<file path="config.mk">
export PLATFORM = sky130hd
export DESIGN_NAME = mem_arbiter
export DESIGN_NICKNAME = d
export VERILOG_FILES = /design/src/rtl/mem_arbiter.sv
export SDC_FILE = /design/constraint.sdc
export NUM_CORES = 1
export LEC_CHECK = 0
export ABC_AREA = 0
export BUFFER_PORTS_ARGS = -buffer_cell sky130_fd_sc_hd__buf_2
export CORE_MARGIN = 10
export CORE_UTILIZATION = 45
export DETAILED_ROUTE_END_ITERATION = 10
export PLACE_DENSITY = 0.78
export SYNTH_ARGS = -nofsm -noshare
export SYNTH_HDL_FRONTEND = slang
export SYNTH_SLANG_ARGS = --single-unit
</file>
<file path="constraint.sdc">
create_clock -name clk -period 3.2 [get_ports clk]
set_input_delay 0.48 -clock clk [delete_from_list [all_inputs] [get_ports clk]]
set_output_delay 0.48 -clock clk [all_outputs]
set_load 0.01 [all_outputs]
</file>
<file path="src/rtl/mem_arbiter.sv">
// Two-requester round-robin arbiter/sequencer for a small register-file memory.
// One strobe per granted request; read data returns with a one-cycle rvalid pulse.
module mem_arbiter #(
   parameter int ADDR_W = 2,
   parameter int DATA_W = 8
) (
   input  logic              clk,
   input  logic              reset,
   input  logic              req0_valid,
   input  logic              req0_we,
   input  logic [ADDR_W-1:0] req0_addr,
   input  logic [DATA_W-1:0] req0_wdata,
   output logic              req0_ready,
   output logic              req0_rvalid,
   output logic [DATA_W-1:0] req0_rdata,
   input  logic              req1_valid,
   input  logic              req1_we,
   input  logic [ADDR_W-1:0] req1_addr,
   input  logic [DATA_W-1:0] req1_wdata,
   output logic              req1_ready,
   output logic              req1_rvalid,
   output logic [DATA_W-1:0] req1_rdata,
   output logic [ADDR_W-1:0] mem_addr,
   output logic              mem_wr_en,
   output logic              mem_rd_en,
   output logic [DATA_W-1:0] mem_wdata,
   input  logic [DATA_W-1:0] mem_rdata,
   output logic              busy,
   output logic              grant_id
);

   typedef enum logic [1:0] {IDLE, ISSUE, RDWAIT, RESP} state_t;

   state_t            state;
   logic              prio;
   logic              cap_we;
   logic              any_valid;
   logic              win;
   logic              accept;
   logic              sel_we;
   logic [ADDR_W-1:0] sel_addr;
   logic [DATA_W-1:0] sel_wdata;

   // prio only breaks ties; a lone requester always wins
   assign any_valid  = req0_valid | req1_valid;
   assign win        = (req0_valid & req1_valid) ? prio : req1_valid;
   assign req0_ready = reset & (state == IDLE) & any_valid & ~win;
   assign req1_ready = reset & (state == IDLE) & win;
   assign accept     = req0_ready | req1_ready;
   assign busy       = (state != IDLE);

   assign sel_we    = win ? req1_we    : req0_we;
   assign sel_addr  = win ? req1_addr  : req0_addr;
   assign sel_wdata = win ? req1_wdata : req0_wdata;

   // mem_addr/mem_wdata double as the capture registers, so they hold outside ISSUE
   always_ff @(posedge clk or negedge reset) begin
      if (!reset) begin
         state       <= IDLE;
         prio        <= 1'b0;
         grant_id    <= 1'b0;
         cap_we      <= 1'b0;
         mem_addr    <= '0;
         mem_wdata   <= '0;
         mem_wr_en   <= 1'b0;
         mem_rd_en   <= 1'b0;
         req0_rvalid <= 1'b0;
         req1_rvalid <= 1'b0;
         req0_rdata  <= '0;
         req1_rdata  <= '0;
      end else begin
         mem_wr_en   <= 1'b0;
         mem_rd_en   <= 1'b0;
         req0_rvalid <= 1'b0;
         req1_rvalid <= 1'b0;
         case (state)
            IDLE: begin
               if (accept) begin
                  grant_id  <= win;
                  cap_we    <= sel_we;
                  mem_addr  <= sel_addr;
                  mem_wdata <= sel_wdata;
                  mem_wr_en <= sel_we;
                  mem_rd_en <= ~sel_we;
                  state     <= ISSUE;
               end
            end
            ISSUE: begin
               if (cap_we) begin
                  prio  <= ~grant_id;
                  state <= IDLE;
               end else begin
                  state <= RDWAIT;
               end
            end
            RDWAIT: begin
               if (grant_id) begin
                  req1_rdata  <= mem_rdata;
                  req1_rvalid <= 1'b1;
               end else begin
                  req0_rdata  <= mem_rdata;
                  req0_rvalid <= 1'b1;
               end
               state <= RESP;
            end
            RESP: begin
               prio  <= ~grant_id;
               state <= IDLE;
            end
            default: state <= IDLE;
         endcase
      end
   end

endmodule
</file>
# After elaboration in Yosys (flattened, before gate mapping)

Index checks and enable logic that the tools add are counted.

Register bits: 35
Bits of input ports: 34
Output and inout port bits: 34
Word-level logic and storage cells: 51

Equal/unequal tests: 5
Mux-type cells: 17
Bitwise operators: 10
Reduce and logical (&&, ||, !) cells: 7

Operators by type and width:

| kind                                          | count |
|---|---|
| 2-to-1 mux 1 bit                              | 11 |
| 2-to-1 mux 8 bit                              | 1 |
| case mux 2 bit (4 select lines)               | 1 |
| AND reduction 2 bit                           | 4 |
| 2-to-1 mux 2 bit                              | 3 |
| bitwise AND 1 bit                             | 5 |
| == test 2 bit, second input constant          | 2 |
| != test 2 bit, second input constant          | 2 |
| nonzero test 2 bit                            | 2 |
| NOT 1 bit                                     | 3 |
| == test 2 x 1 -> 1 bit, second input constant | 1 |
| zero test 2 bit                               | 1 |
| OR 1 bit                                      | 2 |
| case mux 1 bit (2 select lines)               | 1 |

# Depth between registers and ports, before layout

Word-level depth: 7
Depth in mapped cells: 5
Mapped depth without buffers: 3

# Least setup slack after synthesis

Ideal clock, no wire load.

Path kind: input to output
Start: input reset
End: output req1_ready
Arrival: 1.334 ns
Required time: 2.720 ns
Slack: 1.386 ns
Stages: 4
Buffers on the path: 2
Cell sequence: or3b_1 > buf_2 > nor3_2 > buf_4

Cells in the longest elaborated chain, start to end: 2

RTL lines:

| element                        | line | source |
|---|---|---|
| start: declaration             | 8    | `input logic reset,` |
| bitwise AND 1 bit (2 in a row) | 48   | `assign req1_ready = reset & (state == IDLE) & win;` |
| end: declaration               | 20   | `output logic req1_ready,` |

No other way between the ends.

==> parameters.txt <==
Parameter                              Value

Status
  Result of the run ... finished, final reports clean

Route
  Final Routed Wirelength ... 3.86 mm
  Routed len/inst ... 16.7 um
  Final ANT Viol Nets ... 0
  DRC marker count from the first detailed-route iteration ... 36
  DRC errors left ... 0
  Drt first pass iters ... 4
  Mean number of vias per cell ... 5.09
  Via total after detailed routing ... 1176

Power
  Peak supply drop ... 497 uV
  Power Dens Cells ... 914 nW/um2
  Power after layout ... 1.73 mW
  Pleak ... 1.00 nW

STA
  Number of endpoints with negative hold slack in the final report ... 0
  RSZ-0062 raised after global routing ... false
  Max_slew headroom ... 0.644
  Clock period minus final worst setup slack ... 2300 ps
  Fmax achieved ... 0.434 GHz
  Fin Clk Skew ... 7.12 ps
  Total negative slack ... 0 ps
  Tightest hold margin ... around 180 ps
  Final worst-path cycle share ... 0.720
  Worst Tran Pin Value ... 534 ps
  Final setup fails ... 0
  Worst path setup slack after routing ... 897 ps
  Final-report max-slew violation count ... 0

Place
  Placed Area ... 1830 um2
  Worst Setup Slack post-DPL ... approximately 1200 ps
  Hpwl dp ... 2.95 mm
  Gp weighted congestion ... 0.751
  Number of cells in the design after placement ... 223
  Port bufs ... 67

Setup path
  Family with the most delay on the worst path ... simple AND/OR/NAND/NOR gates
  Series of cell instances along the critical path ... or3b_1 -> nor3_2 -> buf_2
  Arrival time of data at the critical path endpoint ... ~1800 ps
  WP data required ... 2720 ps
  Critical path fanouts, max ... 15
  Critical path's largest stage delay ... 640 ps
  Crit path buf inv count ... 1
  Standard cell with the maximum stage delay on the critical path ... sky130_fd_sc_hd__or3b_1
  Classification of the worst setup path ... reg2out
  Type of origin of the critical path ... register
  Capturing element type of the critical path ... output pin

Clocking
  Maximum buffer depth of the clock tree ... 2
  Library cell used as clock root buffer ... sky130_fd_sc_hd__clkbuf_4
  Number of clock sinks ... 35
  H-tree depth ... 2
  Clk_lat worst skew ... between 300 and 400 ps
  # Post-CTS Setup Buffers ... 0
  Num CTS Buffers ... 5
  Cts-stage hold buffer count ... 0
  Resized Gates After CTS ... 0
  CTS tree ... done
  Clock-pin slew of the registers on the worst-case setup and hold paths ... 100 ps

Synthesis
  Flip-flop and latch count after synthesis ... 35
  Synth area leader ... sky130_fd_sc_hd__dfrtp_1
  Proportion of synthesized flip-flops having asynchronous set or reset ... 1.00
  Cell area after synthesis ... 1450 um2
  Average cell area after synthesis ... between 10 and 15 um2
  Sequential area share after synthesis ... 0.603
  Net Count, Synth ... 149
  EDFF count, synth ... 0
  Cell with the most instances after synthesis ... sky130_fd_sc_hd__dfrtp_1
  Most frequent cells after synthesis ... sky130_fd_sc_hd__dfrtp_1 (35), sky130_fd_sc_hd__mux2_2 (16), sky130_fd_sc_hd__inv_1 (14)
  Number of warnings printed during yosys synthesis ... 0
  Area share of the largest cell type after synthesis ... 0.603
  Most area-consuming cells after synthesis ... sky130_fd_sc_hd__dfrtp_1 (60%), sky130_fd_sc_hd__mux2_2 (12%), sky130_fd_sc_hd__a221o_1 (6.9%)
  Post-Synthesis Cells ... 115
  Main flop type after synthesis ... sky130_fd_sc_hd__dfrtp_1
  Number of distinct standard cells referenced by the synthesized netlist ... 25

Cells and area
  Antenna diode instance count ... 0
  Area Overhead vs Synth ... 30.5%
  Final core utilization ... 0.616
  Post-route cell area ... 1900 um2
  Fraction of final layout cells sized beyond drive strength 1 ... 0.513
  Filler-free cell count of the finished design ... around 230
  Layout filler cell count ... 269
  Number of nets in the layout ... 220

Global routing
  Number of global-route vias before repair ... 1298
  GR Util All Layers ... 0.129
  Total grt overflow ... 0
  First-pass GRT wire length ... approximately 6.2 mm
  Antenna violations before repair ... 0
  Maximum number of pins on one net before global-route repair ... 37

Floorplanning
  Die Outline Area ... approximately 5900 um2
  Overall die height ... 76.8 um
  Initial cell density of the core ... 0.472
  Site Rows ... 20
  I/O pin total ... 68
  Die Width ... 76.8 um
  Core area ... 3080 um2

Job
  Number of violations of the max-capacitance limit ... 0

Hold path
  Worst Hold Class ... in2async
[layout make-up]
| class | count | area [um2] | area share |
|---|---|---|---|
| well taps | 44 | 55.1 | 0.0290 |
| multi-input cells | 61 | 493 | 0.260 |
| clock buffers | 8 | 68.8 | 0.0363 |
| inverters | 14 | 52.6 | 0.0277 |
| flip-flops and latches | 35 | 876 | 0.462 |
| repair buffers | 69 | 350 | 0.185 |
[worst register-to-register path: stages, from the launching register on]
cell	delay, ps
sky130_fd_sc_hd__dfrtp_1	440
sky130_fd_sc_hd__or3b_1	640
sky130_fd_sc_hd__o21bai_4	360
sky130_fd_sc_hd__a221o_1	330
[routing by layer]
layer  track usage  up-vias  part of all wire
li1              -      550                 -
met1         0.130      581              0.38
met2         0.234       41              0.54
met3        0.0443        4             0.062
met4        0.0576        0             0.016
met5             0        -                 0
[sequential cells by signal, summed over array words and instances, names as in the netlist, named ones only]
register	count
cap_we	1
grant_id	1
mem_addr	2
mem_rd_en	1
mem_wdata	8
mem_wr_en	1
prio	1
req0_rdata	8
req0_rvalid	1
req1_rdata	8
req1_rvalid	1
state	1
[cell families after synthesis]
group,after synthesis,synth area share
flops,35,0.603
simple gates,27,0.0991
buf+inv,19,0.0577
compound gates,18,0.116
mux,16,0.124
[power by group]
part           switching, mW  internal [mW]
registers              0.121          0.645
clock network          0.138          0.129
logic                  0.354          0.346
total                  0.613           1.12
[path summary, 6_finish.rpt]
| path | slack [ps] | cells after the start | endpoint |
|---|---|---|---|
| worst min register to register | 510 | 1 | req0_rdata[7] |
| worst max-delay path | 900 | 3 | req1_ready |
| worst max register to register | 1320 | 3 | mem_wdata[0] |
| worst min-delay path | 180 | 2 | mem_addr[0] |
| max in group asynchronous | 2710 | 2 | mem_wdata[1] |
| min in group clk | 370 | 2 | mem_wdata[6] |
[cell usage in the layout, fill, tap and decap left out, types with 2 or more instances in the layout]
cell type | Yosys | final
sky130_fd_sc_hd__nor3_1 | 10 | 10
sky130_fd_sc_hd__buf_2 | 1 | 67
sky130_fd_sc_hd__nor2_1 | 3 | 3
sky130_fd_sc_hd__nor2b_1 | 2 | 2
sky130_fd_sc_hd__a221o_1 | 10 | 10
sky130_fd_sc_hd__inv_1 | 14 | 14
sky130_fd_sc_hd__clkbuf_8 | 0 | 2
sky130_fd_sc_hd__o21ai_0 | 2 | 2
sky130_fd_sc_hd__nand3b_1 | 2 | 2
sky130_fd_sc_hd__dfrtp_1 | 35 | 35
sky130_fd_sc_hd__nand2_1 | 5 | 5
sky130_fd_sc_hd__buf_4 | 1 | 2
sky130_fd_sc_hd__mux2_2 | 16 | 16
sky130_fd_sc_hd__clkbuf_4 | 0 | 5
(Power assumes the default switching activity.)
